$ cat config.mk
export PLATFORM = sky130hd
export DESIGN_NAME = mul16_flat
export DESIGN_NICKNAME = d
export VERILOG_FILES = /design/src/rtl/mul16_pkg.sv /design/src/rtl/mul16_if.sv /design/src/rtl/Add16.sv /design/src/rtl/mul16.sv /design/src/flat_wrapper.sv
export SDC_FILE = /design/constraint.sdc
export NUM_CORES = 1
export LEC_CHECK = 0
export ABC_CLOCK_PERIOD_IN_PS = 7450
export CORE_MARGIN = 5
export CORE_UTILIZATION = 41
export DETAILED_ROUTE_END_ITERATION = 10
export GPL_TIMING_DRIVEN = 1
export HOLD_SLACK_MARGIN = 0.03
export SETUP_SLACK_MARGIN = 0.3
export SKIP_CTS_REPAIR_TIMING = 1
export SLEW_MARGIN = 15
export SYNTH_ARGS = -nofsm -noshare
export SYNTH_HDL_FRONTEND = slang
export SYNTH_SLANG_ARGS = --single-unit
$ cat constraint.sdc
create_clock -name clock -period 7.45 [get_ports clock]
set_clock_uncertainty 0.15 [all_clocks]
set_input_delay 1.1175 -clock clock [delete_from_list [all_inputs] [get_ports clock]]
set_output_delay 1.1175 -clock clock [all_outputs]
set_load 0.02 [all_outputs]
$ cat src/rtl/mul16_pkg.sv
// Shared definitions for the 16-bit shift-and-add multiplier and its bench.
// Holds the FSM state encodings and the fixed iteration count.
package mul16_pkg;

  localparam int unsigned MUL_W     = 16;
  localparam int unsigned MUL_ITERS = 16;
  localparam logic [3:0]  LAST_COUNT = 4'(MUL_ITERS - 1);

  typedef enum logic [1:0] {
    ST_IDLE = 2'd0,
    ST_RUN  = 2'd1,
    ST_DONE = 2'd2
  } state_t;

endpackage

$ cat src/rtl/mul16_if.sv
// Request/result bundle between a multiply requester and mul16.
// start/a/b flow toward the multiplier; out/busy/done flow back.
interface mul16_if;
  logic        start;
  logic [15:0] a;
  logic [15:0] b;
  logic [15:0] out;
  logic        busy;
  logic        done;

  modport slave  (input  start, a, b, output out, busy, done);
  modport master (output start, a, b, input  out, busy, done);
endinterface

$ cat src/rtl/Add16.sv
// 16-bit ripple-carry adder; carry out of the top bit is dropped (mod 2^16).
// Purely combinational.
module Add16 (
  input  logic [15:0] a_i,
  input  logic [15:0] b_i,
  output logic [15:0] sum_o
);

  logic c;

  always_comb begin
    sum_o = '0;
    c     = 1'b0;
    for (int i = 0; i < 16; i++) begin
      sum_o[i] = a_i[i] ^ b_i[i] ^ c;
      c        = (a_i[i] & b_i[i]) | (c & (a_i[i] ^ b_i[i]));
    end
  end

endmodule

$ cat src/rtl/mul16.sv
// Sequential 16x16 -> 16 unsigned multiplier: exactly 16 shift-and-add steps per operation,
// result in out with a one-cycle done pulse; start is ignored while busy.
module mul16
  import mul16_pkg::*;
(
  input  logic   clock,
  input  logic   reset,
  mul16_if.slave io
);

  state_t      state_q;
  logic [3:0]  count_q;
  logic [15:0] ma_q;
  logic [15:0] mb_q;
  logic [15:0] acc_q;
  logic [15:0] out_q;
  logic [15:0] sum;
  logic [15:0] acc_d;

  Add16 u_add (
    .a_i   (acc_q),
    .b_i   (ma_q),
    .sum_o (sum)
  );

  // Partial product is added only when the current multiplier LSB is set.
  assign acc_d = mb_q[0] ? sum : acc_q;

  always_ff @(posedge clock or posedge reset) begin
    if (reset) begin
      state_q <= ST_IDLE;
      count_q <= '0;
      ma_q    <= '0;
      mb_q    <= '0;
      acc_q   <= '0;
      out_q   <= '0;
    end else begin
      case (state_q)
        ST_IDLE: begin
          if (io.start) begin
            ma_q    <= io.a;
            mb_q    <= io.b;
            acc_q   <= '0;
            count_q <= '0;
            state_q <= ST_RUN;
          end
        end
        ST_RUN: begin
          acc_q   <= acc_d;
          ma_q    <= ma_q << 1;
          mb_q    <= mb_q >> 1;
          count_q <= count_q + 4'd1;
          if (count_q == LAST_COUNT) begin
            out_q   <= acc_d;
            state_q <= ST_DONE;
          end
        end
        ST_DONE: state_q <= ST_IDLE;
        default: state_q <= ST_IDLE;
      endcase
    end
  end

  assign io.out  = out_q;
  assign io.busy = (state_q != ST_IDLE);
  assign io.done = (state_q == ST_DONE);

endmodule

$ cat src/flat_wrapper.sv
// flat-port wrapper written by rule: the top's interface ports become plain ports
module mul16_flat import mul16_pkg::*;
  (clock, reset, io_start, io_a, io_b, io_out, io_busy, io_done);
  mul16_if io_i ();
  input  logic clock;
  input  logic reset;
  input wire logic [$bits(io_i.start)-1:0] io_start;
  input wire logic [$bits(io_i.a)-1:0] io_a;
  input wire logic [$bits(io_i.b)-1:0] io_b;
  output wire logic [$bits(io_i.out)-1:0] io_out;
  output wire logic [$bits(io_i.busy)-1:0] io_busy;
  output wire logic [$bits(io_i.done)-1:0] io_done;
  assign io_i.start = io_start;
  assign io_i.a = io_a;
  assign io_i.b = io_b;
  assign io_out = io_i.out;
  assign io_busy = io_i.busy;
  assign io_done = io_i.done;
  mul16 u_core (.clock(clock), .reset(reset), .io(io_i));
endmodule
==> results.sh, run 1 <==
export IMPL_worstMarginPinSlew_ns=1.04
export IMPL_internal_power_uw=1140
export IMPL_drtPass1Iterations=4
export IMPL_ff2ff_setup_slack_ns=0.71
export IMPL_dpl_hpwl_mm=5.41
export IMPL_ys_flop_type="dfrtp_1"
export IMPL_syn_area_per_cell_um2=10.4
export IMPL_fin_crit_ns=6.74
export IMPL_reg2regPathDepth=22
export IMPL_pwr_share_seq=0.361
export IMPL_clockRootBuffer="clkbuf_8"
export IMPL_grt_overflow_total=0
export IMPL_wl_per_cell_um=16.6
export IMPL_swShare=0.372
export IMPL_yosysTopAreaCellShare=0.483
export IMPL_vias=2710
export IMPL_ant_nets=0
export IMPL_die_w_um=104
export IMPL_cts_tree="built"
export IMPL_async_flop_share=1.00
export IMPL_drt_total_wl_mm=8.44
export IMPL_status="finished clean"
export IMPL_slew_viol_final=0
export IMPL_setup_viol=0
export IMPL_cp_arrival_ns=6.84
export IMPL_r2r_end="u_core.acc_q[15]"
export IMPL_grt_pass1_wl_mm=14.4
export IMPL_synth_commonest_cells="dfrtp_1, o21ai_0, a21oi_1"
export IMPL_fin_crit_sh=0.905
export IMPL_io_pins=53
export IMPL_rsz0062_at_grt="no"
export IMPL_drt_vias_per_instance=5.35
export IMPL_dieHeight_um=104
export IMPL_finalPower_uw=1820
export IMPL_final_nets=445
export IMPL_grt_total_usage=0.163
export IMPL_hold_viol=0
export IMPL_yosys_register_bits=70
export IMPL_placed_cell_area_mm2=0.00419
export IMPL_initial_core_util=0.418
export IMPL_cts_made_buffers=9
export IMPL_die_area_mm2=0.0108
export IMPL_place_congestion=0.746
export IMPL_cap_violations=0
export IMPL_syn_inst=349
export IMPL_route_detailed_drc=0
export IMPL_hold_depth=2
export IMPL_yosysMostFrequentCell="dfrtp_1"
export IMPL_htree_levels=3
export IMPL_drt_iter0_markers=85
export IMPL_design_area_mm2=0.00448
export IMPL_stdcell_count=507
export IMPL_dp_cells=489
export IMPL_ys_seq_area_frac=0.483
export IMPL_required_ns=7.55
export IMPL_critPathLaunchType="register"
export IMPL_end_kind="register"
export IMPL_hp_class="reg -> reg"
export IMPL_crit_path_max_fanout=3
export IMPL_yosysWarningCount=0
export IMPL_clockPowerShare=0.223
export IMPL_worstHoldStart="u_core.mb_q[9]"
export IMPL_grt_max_degree=71
export IMPL_synth_edff_count=0
export IMPL_fin_tns_setup_ns=0
export IMPL_core_mm2=0.00868
export IMPL_power_density_mw_per_mm2=407
export IMPL_fmax_mhz=148
export IMPL_min_to="u_core.mb_q[9]"
export IMPL_cts_buffer_depth=2
export IMPL_syn_to_final_growth_pct=23.4
export IMPL_num_rows=34
export IMPL_clk_pin_slew_ns=0.08
export IMPL_yosysTopAreaCell="dfrtp_1"
export IMPL_synth_fp_nets=400
export IMPL_drive_gt1_frac=0.108
export IMPL_p_comb_frac=0.416
export IMPL_diodes=0
export IMPL_antenna_found_initial=1
export IMPL_reg2reg_from="u_core.ma_q[0]"
export IMPL_leakage_uw=0.00186
export IMPL_maxSlewHeadroom=0.306
export IMPL_grt_pass1_vias=2794
export IMPL_synthDistinctLibCells=36
export IMPL_synth_area_leaders="dfrtp_1, fa_1, o21ai_0, a21oi_1, a31oi_1"
export IMPL_clkLatencyLatePin_ns=0.34
export IMPL_io_buffers=52
export IMPL_p_sw_uw=678
export IMPL_crit_type="reg -> reg"
export IMPL_syn_cell_area_mm2=0.00363
export IMPL_vdd_drop_max_mv=0.137
export IMPL_cts_sinks=70
## area by class of cell
type                       count  area (µm²)
clock buffer                  10         128
clock inverter                 6         134
fill                         833        4200
inverter                      27         101
multi-input combinational    226        1650
sequential                    70        1750
tap                          108         135
timing repair buffer          60         581
## flip-flops by register name, summed over array words and instances (netlist names)
signal	cells
u_core.acc_q	16
u_core.io.out	16
u_core.ma_q	16
u_core.mb_q	16
u_core.count_q	4
u_core.state_q	2
## power groups by stage
stage | sequential, µW | clock (µW) | combinational (µW)
after floorplan | 665 | 0 | 515
final | 658 | 406 | 758
after detailed placement | 665 | 0 | 762
after CTS | 659 | 414 | 765
after global placement | 662 | 0 | 746
after global routing | 683 | 430 | 859
## worst max path at each step
stage / end / slack (ns) / depth (start not counted) / start
3_5_place_dp: u_core.acc_q[15] / 0.42 / 22 / u_core.ma_q[0]
4_1_cts: u_core.acc_q[15] / 0.37 / 22 / u_core.ma_q[0]
5_1_grt: u_core.acc_q[15] / 0.35 / 22 / u_core.acc_q[0]
2_1_floorplan: u_core.acc_q[15] / 0.73 / 22 / u_core.ma_q[0]
3_3_place_gp: u_core.acc_q[15] / 0.53 / 22 / u_core.ma_q[0]
6_report: u_core.acc_q[15] / 0.71 / 22 / u_core.ma_q[0]
## layer usage
| layer | track usage | up-vias | routed length (µm) |
|---|---|---|---|
| met2 | 0.244 | 77 | 3870 |
| met3 | 0.0459 | 11 | 522 |
| met5 | 0 | - | 13 |
| met1 | 0.228 | 1308 | 3950 |
| met4 | 0.0546 | 2 | 86 |
| li1 | - | 1312 | - |
## critical path, cell delays in order, from the launching register on
cell	delay (ns)
dfrtp_1	0.38
ha_1	0.16
inv_1	0.05
fa_1	0.46
fa_2	0.41
fa_2	0.41
fa_2	0.41
fa_2	0.40
fa_1	0.45
fa_1	0.46
fa_1	0.46
fa_1	0.42
inv_1	0.09
fa_1	0.20
fa_1	0.18
inv_1	0.06
fa_1	0.41
inv_1	0.09
fa_1	0.20
fa_1	0.19
xnor2_1	0.11
or4_1	0.41
o211ai_1	0.10
## metrics by stage
step / hold slack, ns / util / worst slack, ns
after floorplan: 0.292 / - / 0.734
after detailed placement: 0.317 / 0.483 / 0.417
after CTS: 0.335 / 0.513 / 0.373
final: 0.325 / 0.516 / 0.709
after global placement: 0.306 / 0.483 / 0.533
after global routing: 0.363 / 0.516 / 0.351
## cell usage in the layout (no fill, tap or decap), types with 2 or more instances in the layout
cell type / synthesis / layout
a21oi_1: 27 / 27
a22o_1: 6 / 6
a22oi_1: 13 / 13
a2bb2oi_1: 10 / 10
a31oi_1: 17 / 17
and2_1: 17 / 17
buf_4: 0 / 8
bufinv_16: 0 / 4
clkbuf_8: 0 / 9
clkdlybuf4s50_1: 0 / 52
dfrtp_1: 70 / 70
fa_1: 14 / 10
fa_2: 0 / 4
ha_1: 2 / 2
inv_1: 26 / 25
mux2_2: 7 / 7
mux2_4: 3 / 3
mux2i_1: 7 / 7
nand2_1: 24 / 24
nand3_1: 2 / 2
nor2_1: 12 / 12
nor2b_1: 9 / 8
o21ai_0: 33 / 33
o21ai_1: 2 / 2
o2bb2ai_1: 10 / 10
or2_2: 2 / 2
## cell families after synthesis
| logic type | after synthesis | synth area share |
|---|---|---|
| compound gates | 122 | 0.214 |
| xor+xnor | 1 | 0.00241 |
| fa+ha+maj | 16 | 0.0841 |
| buf+inv | 53 | 0.0669 |
| flops | 70 | 0.483 |
| mux | 17 | 0.0534 |
| simple gates | 70 | 0.0962 |
No activity file was read; power rests on OpenSTA's default activity.
==> run 2, diff against run 1 <==
- CORE_UTILIZATION: 41 -> 54
- PLACE_DENSITY: not set -> 0.79
- RECOVER_POWER: not set -> 50
==> run 2 against run 1 <==
The flow now finishes with violations (max-capacitance violations, max-slew violations). Sequential share of layout area increased by 1.5 points. Global-route usage increased by 3.7 points. Fmax decreased by 0.23%. Worst hold slack improved by 0.0038 ns. Register-to-register slack got worse by 0.02 ns. Worst setup slack got worse by 0.016 ns. Clock-buffer cell count increased by 3. Die area decreased by 22%. Via count increased by 0.74%. Largest cell class unchanged.
==> results.sh, run 2 (same netlist as run 1, synthesis figures left out) <==
export IMPL_drt_vias_per_instance=5.74
export IMPL_io_pins=53
export IMPL_worstMarginPinSlew_ns=3.73
export IMPL_violations="max-capacitance violations, max-slew violations"
export IMPL_drt_iter0_markers=161
export IMPL_final_nets=445
export IMPL_setup_viol=0
export IMPL_critPathLaunchType="register"
export IMPL_mostFrequentLayoutCells="dfrtp_1, clkdlybuf4s50_1, o21ai_0"
export IMPL_critPathBufInv=4
export IMPL_critical_path_top_delay_family="adder cells"
export IMPL_cp_slowest_cell="fa_1"
export IMPL_drt_total_wl_mm=7.88
export IMPL_io_buffers=52
export IMPL_grt_max_degree=71
export IMPL_dieHeight_um=92.0
export IMPL_grt_pass1_vias=2745
export IMPL_fin_crit_ns=6.76
export IMPL_grt_overflow_total=0
export IMPL_drive_gt1_frac=0.0804
export IMPL_wl_per_cell_um=16.5
export IMPL_worstHoldStart="u_core.mb_q[2]"
export IMPL_rsz0062_at_grt="no"
export IMPL_dpl_hpwl_mm=5.34
export IMPL_cts_buffer_depth=2
export IMPL_htree_levels=3
export IMPL_vias=2730
export IMPL_cp_arrival_ns=6.84
export IMPL_layout_commonest_cell="dfrtp_1"
export IMPL_die_w_um=92.0
export IMPL_path_cells="ha_1 > inv_1 > fa_1 > fa_2 > fa_1 > fa_2 > fa_1 > fa_1 > fa_2 > fa_1 > fa_1 > inv_1 > fa_1 > fa_1 > inv_1 > fa_1 > inv_1 > fa_1 > fa_1 > xnor2_1 > or4_1 > o211ai_1"
export IMPL_cts_tree="built"
export IMPL_cpMostUsedCell="fa_1"
export IMPL_cts_made_buffers=9
export IMPL_crit_path_max_fanout=3
export IMPL_cap_violations=2
export IMPL_fin_tns_setup_ns=0
export IMPL_max_stage_delay_ns=0.46
export IMPL_maxSlewHeadroom=-1.49
export IMPL_vdd_drop_max_mv=0.167
export IMPL_ant_nets=0
export IMPL_slew_viol_final=107
export IMPL_antenna_found_initial=0
export IMPL_leakage_uw=0.00179
export IMPL_syn_to_final_growth_pct=18.8
export IMPL_die_area_mm2=0.00846
export IMPL_drtPass1Iterations=5
export IMPL_fin_crit_sh=0.907
export IMPL_clockRootBuffer="clkbuf_8"
export IMPL_route_detailed_drc=0
export IMPL_status="finished, violations left"
export IMPL_end_kind="register"
export IMPL_final_core_util=0.667
export IMPL_initial_core_util=0.562
export IMPL_place_congestion=0.767
export IMPL_crit_start="u_core.ma_q[0]"
export IMPL_crit_type="reg -> reg"
export IMPL_clk_pin_slew_ns=0.07
export IMPL_required_ns=7.54
export IMPL_clkLatencyLatePin_ns=0.33
export IMPL_hp_class="reg -> reg"
export IMPL_reg2reg_from="u_core.ma_q[0]"
export IMPL_grt_total_usage=0.200
export IMPL_power_density_mw_per_mm2=387
export IMPL_cts_sinks=70
export IMPL_num_rows=29
export IMPL_grt_pass1_wl_mm=13.5
export IMPL_core_mm2=0.00646
export IMPL_hold_viol=0
export IMPL_fmax_mhz=148
## run 2: cell count changes in the layout (fill, tap and decap cells not counted), moves of 3 or more
| cell | before | now |
|---|---|---|
| buf_4 | 8 | 5 |
| bufinv_16 | 4 | 0 |
| clkbuf_1 | 1 | 7 |
| clkdlybuf4s50_1 | 52 | 48 |
| dlygate4sd3_1 | 0 | 4 |
## run 2: routing by layer
layer / track usage / wire, µm / up-vias
li1: - / - / 1312
met1: 0.278 / 3600 / 1351
met2: 0.319 / 3830 / 59
met3: 0.0409 / 355 / 8
met4: 0.0631 / 87 / 0
met5: 0 / 0 / -
## run 2: final timing paths
kind	end	slack, ns	depth (start not counted)
worst max-delay path	u_core.acc_q[15]	0.69	22
worst min-delay path	u_core.mb_q[2]	0.33	2
worst max register to register	u_core.acc_q[15]	0.69	22
worst min register to register	u_core.mb_q[2]	0.33	2
max in group asynchronous	u_core.mb_q[5]	2.54	3
min in group asynchronous	u_core.io.out[13]	2.53	3
## run 2: report_power, final
group,total (µW),switching (µW),internal (µW),leakage [µW]
clock,251,132,119,0.0000773
sequential,652,122,530,0.000907
combinational,764,409,355,0.000807
## run 2: layout make-up
type	instances	area, µm²
fillers	560	2150
flip-flops and latches	70	1750
multi-input cells	226	1640
repair buffers	60	569
clock buffers	13	139
inverters	27	101
well taps	77	96.3
clock inverters	2	10.0
diodes	1	2.50
## run 2: through the flow
| step | power [µW] | hold slack (ns) | setup slack, ns | cell area [µm²] | std cells |
|---|---|---|---|---|---|
| detailed placement | 1430 | 0.317 | 0.500 | 4150 | 458 |
| CTS | 1680 | 0.334 | 0.461 | 4300 | 473 |
| finish | 1670 | 0.329 | 0.693 | 4310 | 476 |
| floorplan | 1180 | 0.292 | 0.734 | 3630 | 349 |
| global placement | 1390 | 0.306 | 0.573 | 4150 | 458 |
| global route | 1810 | 0.366 | 0.342 | 4310 | 475 |
## run 2: worst reg2reg max path, cell delays in order (launching register included)
cell,delay (ns)
dfrtp_1,0.37
ha_1,0.15
inv_1,0.05
fa_1,0.45
fa_2,0.41
fa_1,0.46
fa_2,0.41
fa_1,0.46
fa_1,0.46
fa_2,0.41
fa_1,0.46
fa_1,0.43
inv_1,0.09
fa_1,0.20
fa_1,0.17
inv_1,0.05
fa_1,0.41
inv_1,0.08
fa_1,0.20
fa_1,0.19
xnor2_1,0.10
or4_1,0.40
o211ai_1,0.10
==> run 3, diff against run 2 <==
- TNS_END_PERCENT: not set -> 50
==> results of run 3 <==
Final layout, timing and power as in run 2 (identical DEF).
